**config.mk**
```make
export PLATFORM = sky130hd
export DESIGN_NAME = sub_serial
export DESIGN_NICKNAME = d
export VERILOG_FILES = /design/src/rtl/arith_pkg.sv /design/src/rtl/fsub.sv /design/src/rtl/sub_serial.sv
export SDC_FILE = /design/constraint.sdc
export NUM_CORES = 1
export LEC_CHECK = 0
export CORE_MARGIN = 2
export CORE_UTILIZATION = 56
export CTS_CLUSTER_SIZE = 14
export DETAILED_ROUTE_END_ITERATION = 10
export PLACE_DENSITY = 0.87
export SYNTH_ARGS = -nofsm -noshare
export SYNTH_HDL_FRONTEND = slang
export SYNTH_HIERARCHICAL = 1
export SYNTH_SLANG_ARGS = --single-unit
```
**constraint.sdc**
```tcl
create_clock -name clk -period 2.95 [get_ports clk]
set_clock_uncertainty 0.15 [all_clocks]
set_input_delay 0.59 -clock clk [delete_from_list [all_inputs] [get_ports clk]]
set_output_delay 0.59 -clock clk [all_outputs]
set_load 0.02 [all_outputs]
```
**src/rtl/arith_pkg.sv**
```systemverilog
// arith_pkg -- definitions shared by the arithmetic datapath blocks.
//
// Contents:
//   sub_state_t : control states of the bit-serial subtractor sub_serial
//   ARITH_W     : default operand width, shared by add and sub_serial
package arith_pkg;

   localparam int ARITH_W = 4;

   typedef enum logic [1:0] {
      IDLE = 2'd0,
      RUN  = 2'd1,
      DONE = 2'd2
   } sub_state_t;

endpackage : arith_pkg

```
**src/rtl/fsub.sv**
```systemverilog
// fsub -- one-bit full subtractor, the subtracting counterpart of fadd.
// Purely combinational; computes a - b - bin for single bits.
//
// Ports:
//   a    : in  1  minuend bit
//   b    : in  1  subtrahend bit
//   bin  : in  1  borrow in
//   d    : out 1  difference bit
//   bout : out 1  borrow out
module fsub (
   input  logic a,
   input  logic b,
   input  logic bin,
   output logic d,
   output logic bout
);

   assign d    = a ^ b ^ bin;
   // Borrow when b exceeds a outright, or when a == b and a borrow arrives.
   assign bout = (~a & b) | (~(a ^ b) & bin);

endmodule : fsub

```
**src/rtl/sub_serial.sv**
```systemverilog
// sub_serial -- bit-serial subtractor computing num1 - num2, LSB first,
// through a single fsub cell. Uses WIDTH+1 cycles per result in exchange
// for a one-bit arithmetic core.
//
// Optional feature: define SUB_SERIAL_OVF_EN to add the 'ovf' output
// (signed two's-complement overflow of num1 - num2).
//
// Ports:
//   clk   : in  1      clock, rising edge
//   rst_n : in  1      asynchronous active-low reset
//   start : in  1      request a subtraction (taken only when not busy)
//   num1  : in  WIDTH  minuend, sampled when start is accepted
//   num2  : in  WIDTH  subtrahend, sampled when start is accepted
//   busy  : out 1      high while bits are being processed
//   done  : out 1      one-cycle pulse when out/bout are freshly valid
//   out   : out WIDTH  num1 - num2 mod 2^WIDTH, held until the next result
//   bout  : out 1      final borrow, 1 iff num1 < num2 unsigned
//   ovf   : out 1      (SUB_SERIAL_OVF_EN only) signed overflow
//
// Handshake: start is accepted on a rising edge where the block is in IDLE
// or DONE (busy low); the operands are captured on that same edge. busy is
// then high for exactly WIDTH cycles, and done pulses for one cycle in the
// cycle after, with out/bout (and ovf) already updated. start while busy
// is ignored. Holding start through the done cycle chains the next
// operation with no idle gap.
module sub_serial
   import arith_pkg::*;
#(
   parameter int WIDTH = ARITH_W
) (
   input  logic             clk,
   input  logic             rst_n,
   input  logic             start,
   input  logic [WIDTH-1:0] num1,
   input  logic [WIDTH-1:0] num2,
   output logic             busy,
   output logic             done,
   output logic [WIDTH-1:0] out,
   output logic             bout
`ifdef SUB_SERIAL_OVF_EN
   ,
   output logic             ovf
`endif
);

   localparam int CW = $clog2(WIDTH + 1);

   sub_state_t       state;
   sub_state_t       state_n;

   logic [WIDTH-1:0] a_sr;
   logic [WIDTH-1:0] b_sr;
   logic [WIDTH-1:0] r_sr;
   logic             bi;
   logic [CW-1:0]    cnt;

   logic             d_bit;
   logic             bo_bit;
   logic             load;
   logic             step;
   logic             last;

   fsub u_fsub (
      .a    (a_sr[0]),
      .b    (b_sr[0]),
      .bin  (bi),
      .d    (d_bit),
      .bout (bo_bit)
   );

   // The step processing bit WIDTH-1 is the final one.
   assign last = (cnt == CW'(WIDTH - 1));

   // ---------------------------------------------------------------------
   // Control FSM
   // ---------------------------------------------------------------------
   always_ff @(posedge clk or negedge rst_n) begin
      if (!rst_n) begin
         state <= IDLE;
      end else begin
         state <= state_n;
      end
   end

   always_comb begin
      state_n = state;
      load    = 1'b0;
      step    = 1'b0;
      case (state)
         IDLE: begin
            if (start) begin
               load    = 1'b1;
               state_n = RUN;
            end
         end
         RUN: begin
            step = 1'b1;
            if (last) begin
               state_n = DONE;
            end
         end
         DONE: begin
            // Back-to-back: a start here skips IDLE entirely.
            if (start) begin
               load    = 1'b1;
               state_n = RUN;
            end else begin
               state_n = IDLE;
            end
         end
         default: begin
            state_n = IDLE;
         end
      endcase
   end

   // ---------------------------------------------------------------------
   // Datapath and registered outputs
   // ---------------------------------------------------------------------
   always_ff @(posedge clk or negedge rst_n) begin
      if (!rst_n) begin
         a_sr <= '0;
         b_sr <= '0;
         r_sr <= '0;
         bi   <= 1'b0;
         cnt  <= '0;
         busy <= 1'b0;
         done <= 1'b0;
         out  <= '0;
         bout <= 1'b0;
`ifdef SUB_SERIAL_OVF_EN
         ovf  <= 1'b0;
`endif
      end else begin
         // Status flags follow the next state so they line up with it.
         busy <= (state_n == RUN);
         done <= (state_n == DONE);

         if (load) begin
            a_sr <= num1;
            b_sr <= num2;
            r_sr <= '0;
            bi   <= 1'b0;
            cnt  <= '0;
         end else if (step) begin
            a_sr <= a_sr >> 1;
            b_sr <= b_sr >> 1;
            r_sr <= {d_bit, r_sr[WIDTH-1:1]};
            bi   <= bo_bit;
            cnt  <= cnt + CW'(1);
            if (last) begin
               // Final bit lands in the MSB together with the published result.
               out  <= {d_bit, r_sr[WIDTH-1:1]};
               bout <= bo_bit;
`ifdef SUB_SERIAL_OVF_EN
               // On the last step a_sr[0]/b_sr[0] hold the operand sign bits.
               ovf  <= (a_sr[0] ^ b_sr[0]) & (a_sr[0] ^ d_bit);
`endif
            end
         end
      end
   end

endmodule : sub_serial

```
==> run summary, run 1 <==
The run finished with clean final reports. The number of cell instances on the worst register-to-register path came out at 2. The endpoint of the lowest-slack register-to-register path is bi.

Worst min-delay path category: reg -> reg. Power per standard cell area: 1020 nW/um^2. The number of different library cells used by synthesis comes to 19. In this run the critical register-to-register path is launched from state[0]. The root cell of the clock tree is sky130_fd_sc_hd__clkbuf_4. For the number of hold buffers added after cts, the log shows 0. For the final routed database, the setup TNS stands at 0 ns.

The final standard cell area without fillers is 1400 sq um. Combinational logic burns 39.9% of the power. Area of the die: 2500 sq um. Standard cell core area: 1980 sq um. The first global-routing pass estimated 3370 um of wire. Sequential cells burn 43.4% of the power.

The worst register-to-register path has a setup slack of 1.16 ns. Setup violations remaining at the end of the flow were counted as 0. The number of pins exceeding their max-slew limit in the final report was 0; the number of primary I/O pins was 18. The cell total after placement was 127. Counting the buffers created by CTS gives 3. By area the synthesized netlist is led by sky130_fd_sc_hd__dfrtp_1 51%, sky130_fd_sc_hd__mux2i_1 17%, sky130_fd_sc_hd__mux2_2 10%. After clock tree synthesis, the clock-pin slew on the worst setup and hold paths is 0.13 ns.

Leaving out fill and tap cells, the most frequent cell in the layout is sky130_fd_sc_hd__dfrtp_1. The worst setup path is of the reg -> out kind. For the gate count after technology mapping, the log shows 87. The period utilization is 69.2%. The via count of the first global-routing pass was 747; the cell-internal power was 0.955 mW.

The detailed-route via count came out at 714. Setup repair after global routing left no endpoint under its margin. The overall global routing resource usage is 18.3%, and the switching share of total power is 33.2%. The run gives 0 as the count of maximum capacitance violations. Input and output buffers added on the ports amount to 17. The half-perimeter wire length of the detailed placement result is 1320 um.

The kind of capture point of the worst setup path is a primary output. Measured against its own limit, the worst slew margin works out to 43.6%. For this run the aggregate overflow at the end of global routing stands at 0.

At the pin with the least slew margin, the transition time is 0.846 ns. The data required time at the worst endpoint is 2.21 ns, and the fraction of power consumed by the clock network is 16.7%. The slowest library cell on the worst path was sky130_fd_sc_hd__clkdlybuf4s50_1. The path with the worst hold slack has its endpoint at out[3].

Once layout is complete, the utilization of the core stands at 70.8%. In this run the static leakage power is 0.673 nW. TritonCTS built the clock tree. Leaving out fill and tap cells, the most frequent cells in the layout are 24 x sky130_fd_sc_hd__dfrtp_1, 20 x sky130_fd_sc_hd__mux2i_1, 17 x sky130_fd_sc_hd__clkdlybuf4s50_1.

After detailed routing, the number of vias per cell comes to 5.45. Broken down by cell family, the worst path's largest delay share belongs to buffers and inverters. Biggest area consumer among synthesized cells: sky130_fd_sc_hd__dfrtp_1. STA puts the critical path data arrival time at 1.30 ns.

After the last flow step, the layout net total stands at 119. The count of endpoints failing hold in the final timing report is 0, and the maximum level of the CTS H-tree is 1. The run gives 1180 sq um as the cell area after synthesis. The vertical die dimension works out to 50.0 um. The worst path needs 2.04 ns of the cycle, external delays included. Leaving out filler cells and counting taps, the final layout contains 131.

After clock tree synthesis, the repair step resized 0 gates. Each instance of the synthesized netlist takes up on average 13.6 sq um. The tools report the post-detailed-placement cell area as 1350 sq um. Once the floorplan was initialized, standard cells occupied 59.7% of the core.

The die is 50.0 um wide. The repair_antennas step left the layout with diodes totalling 0. For the worst-skew pair, the clock arrives at the later sink with an insertion delay of 0.32 ns. The area growth from synthesis to layout is 18.7%. The biggest cell delay along the critical path works out to 0.61 ns.

The logs give 0 for the number of nets still failing antenna checks after routing and 25 for the largest net degree at the start of global routing. The run gives 2 as the number of buffers between clock root and the deepest sink. The signal on the critical path passes through clkdlybuf4s50_1. The analysis attributes to net switching a power of 0.474 mW. Dividing the detail-routed wire length by the instance count gives 14.4 um.

The number of buffers and inverters on the critical path is 1, and the number of warnings issued by yosys is 6. The cell depth of the worst hold path is 1, and the proportion of layout cells with a drive suffix above 1 is 17.3%. The DRC violation count after routing is 0. After clock tree synthesis, the setup repair step added 0 buffers. For the total nets after synthesis, the log shows 101. Hold path startpoint: out[3].

In this run the core area contains 16 standard-cell rows. Static timing analysis puts the maximum clock frequency at 490 MHz. In this run the worst path has a maximum fanout of 2. VDD sags by at most 0.584 mV. The run gives 1.43 mW as the post-layout total power. Startpoint type of the worst setup path: a flop. Aggregate routed wire length: 1890 um.

Routability-driven placement finished with a final weighted congestion of 0.676. The number of antenna violations at the first check in global routing is 0, and the first-pass iteration count of the detailed router is 3. The area share of the largest cell type after synthesis was 50.8%; the number of storage elements in the synthesis netlist was 24. The clock sink count was 24. The count of routing violations after the opening detailed-route iteration was 2.

For the sequential share of the synthesized area, the log shows 50.8%.
synthesized netlist by cell type:
master	n
sky130_fd_sc_hd__ha_1	2
sky130_fd_sc_hd__o21ai_0	2
sky130_fd_sc_hd__inv_1	6
sky130_fd_sc_hd__nand3b_4	1
sky130_fd_sc_hd__a22o_1	6
sky130_fd_sc_hd__fa_1	1
sky130_fd_sc_hd__buf_4	2
sky130_fd_sc_hd__a32o_1	1
sky130_fd_sc_hd__or2b_1	1
sky130_fd_sc_hd__nand3_1	2
sky130_fd_sc_hd__dfrtp_1	24
sky130_fd_sc_hd__mux2_2	11
sky130_fd_sc_hd__buf_6	2
sky130_fd_sc_hd__mux2_4	1
sky130_fd_sc_hd__nor2_1	2
sky130_fd_sc_hd__xnor2_1	1
sky130_fd_sc_hd__nand2b_1	1
sky130_fd_sc_hd__buf_2	1
sky130_fd_sc_hd__mux2i_1	20
power by group through the flow:
stage / clock network [mW] / logic (mW) / registers (mW)
finish: 0.238 / 0.570 / 0.621
global route: 0.258 / 0.630 / 0.650
detailed placement: 0 / 0.580 / 0.631
CTS: 0.247 / 0.582 / 0.623
global placement: 0 / 0.550 / 0.616
floorplan: 0 / 0.445 / 0.598
sequential cells by signal, indices dropped and copies added (netlist names):
| register | cells |
|---|---|
| done | 1 |
| out | 4 |
| state | 2 |
| bi | 1 |
| cnt | 3 |
| busy | 1 |
| a_sr | 4 |
| bout | 1 |
| r_sr | 3 |
| b_sr | 4 |
per-layer routing:
layer	GRT usage, %	wire [um]	vias up
li1	-	-	341
met1	22.2	840	353
met2	31.3	941	15
met3	2.73	57	5
met4	9.72	47	0
met5	0	0	-
kinds of logic after synthesis:
| family | Yosys count | synth area share, % |
|---|---|---|
| mux | 32 | 28.7 |
| flops | 24 | 50.8 |
| compound gates | 9 | 6.14 |
| buf+inv | 11 | 5.50 |
| simple gates | 7 | 4.34 |
| xor+xnor | 1 | 0.741 |
| fa+ha+maj | 3 | 3.81 |
metrics by stage:
step	hold WS, ns	worst slack, ns
6_report	0.373	0.907
5_1_grt	0.397	0.834
4_1_cts	0.378	0.882
3_5_place_dp	0.347	0.690
3_3_place_gp	0.339	0.747
2_1_floorplan	0.144	1.39
how the worst max path moves through the flow:
stage	from	endpoint	slack, ns	cells after the start
2_1_floorplan	a_sr[0]	r_sr[3]	1.39	3
3_3_place_gp	start	r_sr[1]	0.75	3
3_5_place_dp	start	bi	0.69	3
4_1_cts	out[0]	out[0]	0.88	1
5_1_grt	bout	bout	0.83	1
6_report	bout	bout	0.91	1
area by class of cell:
type / instances / area (sq um)
Multi-Input combinational cell: 52 / 517
Fill cell: 136 / 578
Timing Repair Buffer: 18 / 178
Sequential cell: 24 / 601
Clock buffer: 3 / 22.5
Clock inverter: 1 / 30.0
Tap cell: 27 / 33.8
Inverter: 6 / 22.5
Note: power is estimated with default switching activity, not from simulation.
==> inputs of run 2 (changes only) <==
- CORE_UTILIZATION: 56 -> 52
- PLACE_DENSITY: 0.87 -> 0.82
- clock period: 2.95 -> 2 ns (I/O delays scaled with it)
==> run 2 against run 1 <==
Sequential share of layout area grew 0.19 points. Sequential power is 40% higher. Clock power is 14% lower.
==> run summary, run 2 (synthesis results as in run 1) <==
On the critical path the largest part of the delay comes from buffers and inverters. Setup repair after global routing left no endpoint under its margin. The number of antenna diodes in the final layout is 0. The clock transition at the register clock pins on the worst setup and hold paths after CTS was 0.12 ns; the time the final worst path needs with I/O delays and setup was 1.82 ns. At the worst endpoint, the required time is 1.45 ns.

In the final design database the tool counted 122 nets. The final layout contains routed wiring with a total length of 1830 um. In this run the count of I/O pins placed on the die edge is 18. The power per standard cell area is 1410 nW/um^2. The tools report the number of antenna violations at the first check in global routing as 0. The worst hold path belongs to the class in -> async.

The largest fanout on the critical path works out to 2. The critical path goes through clkdlybuf4s50_1. The run finished with clean final reports.

The number of port buffers works out to 17. After routing, the total negative slack on setup checks comes to 0 ns. In this run, CTS created clock tree buffers numbering 3.

The count of endpoints failing hold in the final timing report was 0. For the half-perimeter wire length of the detailed placement result, the log shows 1390 um. For this run, the total global-route usage over all layers was measured as 15.9%. Hold repair after CTS inserted 0 buffers. The post-layout total power is 1.97 mW.

The worst setup path is captured at a primary output. Counting the fill cells in the layout gives 182. The period utilization is 91.0%, and the width of the chip is 51.7 um. The biggest cell delay along the critical path was 0.60 ns; the maximum level of the CTS H-tree was 1. The worst setup path category was reg -> out. The slew at the pin closest to its max-slew limit works out to 0.582 ns. Headroom to the max-slew limit came out at 61.2%. The floorplan step set the die height to 51.7 um. In the layout the commonest cells are 24 x sky130_fd_sc_hd__dfrtp_1, 20 x sky130_fd_sc_hd__mux2i_1, 17 x sky130_fd_sc_hd__clkdlybuf4s50_1.

The area of the die was 2670 sq um; the area growth from synthesis to layout was 18.2%. The proportion of layout cells with a drive suffix above 1 is 18.9%, and the maximum resistive drop on vdd is 0.766 mV. The tools report the count of routing violations after the opening detailed-route iteration as 7.

The slowest library cell on the worst path was sky130_fd_sc_hd__clkdlybuf4s50_1. The startpoint type of the worst setup path was a flop. The largest net degree at the start of global routing is 25.

The number of buffers and inverters on the critical path is 1, and the standard cell core area is 2190 sq um. For this run the aggregate overflow at the end of global routing stands at 0. The floorplan has 17 rows. Leading cell type in the layout, fill and taps excluded: sky130_fd_sc_hd__dfrtp_1. The number of pins exceeding their max-slew limit in the final report was 0; the leakage dissipation was 0.674 nW.

Once the floorplan was initialized, standard cells occupied 54.0% of the core. For the final standard cell area without fillers, the log shows 1400 sq um. The via count of the first global-routing pass is 762, and the data arrival time at the worst-slack endpoint is 1.27 ns. Dividing the detail-routed wire length by the instance count gives 13.7 um.

The clock passes through at most 2 buffers. The detailed-route via count is 733, and the clock sink count is 24. Final weighted congestion of routability-driven global placement: 0.737. TritonCTS built the clock tree. Buffers added to address setup during post-CTS repair amount to 0.

The post-detailed-placement cell area is 1380 sq um. Before antenna repair, the detailed router went through 3 iterations. The count of nets left with antenna violations once routing finished came out at 0.

The largest registers in the layout are a_sr (4), b_sr (4), out (4). For the count of maximum capacitance violations, the log shows 0. Post-CTS resize count: 0. The cell sitting at the root of the clock tree is a sky130_fd_sc_hd__clkbuf_4.

The start point of the critical path was out[1]. The worst register-to-register path begins at b_sr[0]. The global-route wire length before repair is 3110 um.

The ratio of routed vias to standard cells works out to 5.47. Clock latency reported for the late side of the worst-skew pair: 0.31 ns. For this run, design rule violations remaining after detail routing come to 0. Based on the critical path, the design can be clocked at up to 549 MHz. Setup violations remaining at the end of the flow were counted as 0.
==> run 2: cell count changes in the layout (fill, tap and decap cells not counted) <==
cell                        previous run  this run
sky130_fd_sc_hd__buf_4                 1         4
sky130_fd_sc_hd__bufinv_16             1         0
==> run 2: area by class of cell <==
cell class | count | area [sq um] | area share [%]
Sequential cell | 24 | 601 | 43.0
Multi-Input combinational cell | 52 | 517 | 37.0
Timing Repair Buffer | 21 | 200 | 14.3
Tap cell | 28 | 35.0 | 2.51
Clock buffer | 3 | 22.5 | 1.61
Inverter | 6 | 22.5 | 1.61
==> run 2: stage by stage <==
step / hold WS [ns] / utilization [%] / setup slack [ns] / std cells
2_1_floorplan: -0.0456 / - / 0.437 / 87
3_3_place_gp: 0.336 / 62.8 / 0.345 / 131
3_5_place_dp: 0.345 / 62.8 / 0.317 / 131
4_1_cts: 0.284 / 63.8 / 0.158 / 134
5_1_grt: 0.316 / 63.8 / 0.134 / 134
6_report: 0.278 / 63.8 / 0.180 / 134
==> run 2: path summary, 6_finish.rpt <==
path                       endpoint  slack, ns  cells after the start
max in group asynchronous   a_sr[2]       1.19                      2
min                         r_sr[1]       0.28                      2
max                          out[1]       0.18                      1
max reg2reg                 r_sr[3]       0.37                      4
min in group clk             out[3]       0.37                      1
min reg2reg                  out[3]       0.37                      1
==> run 2: per-layer routing <==
metal  wire length, um  share of wire, %  vias to the layer above  track usage (%)
met5                 0                 0                        -                0
met4                36               2.0                        0             7.89
met3                58               3.2                        5             2.59
met2               972                53                       15             29.5
met1               765                42                      365             17.3
li1                  -                 -                      348                -
==> run 2: power breakdown <==
part	switching (mW)	internal (mW)
sequential	0.184	0.685
clock	0.135	0.0705
combinational	0.360	0.537
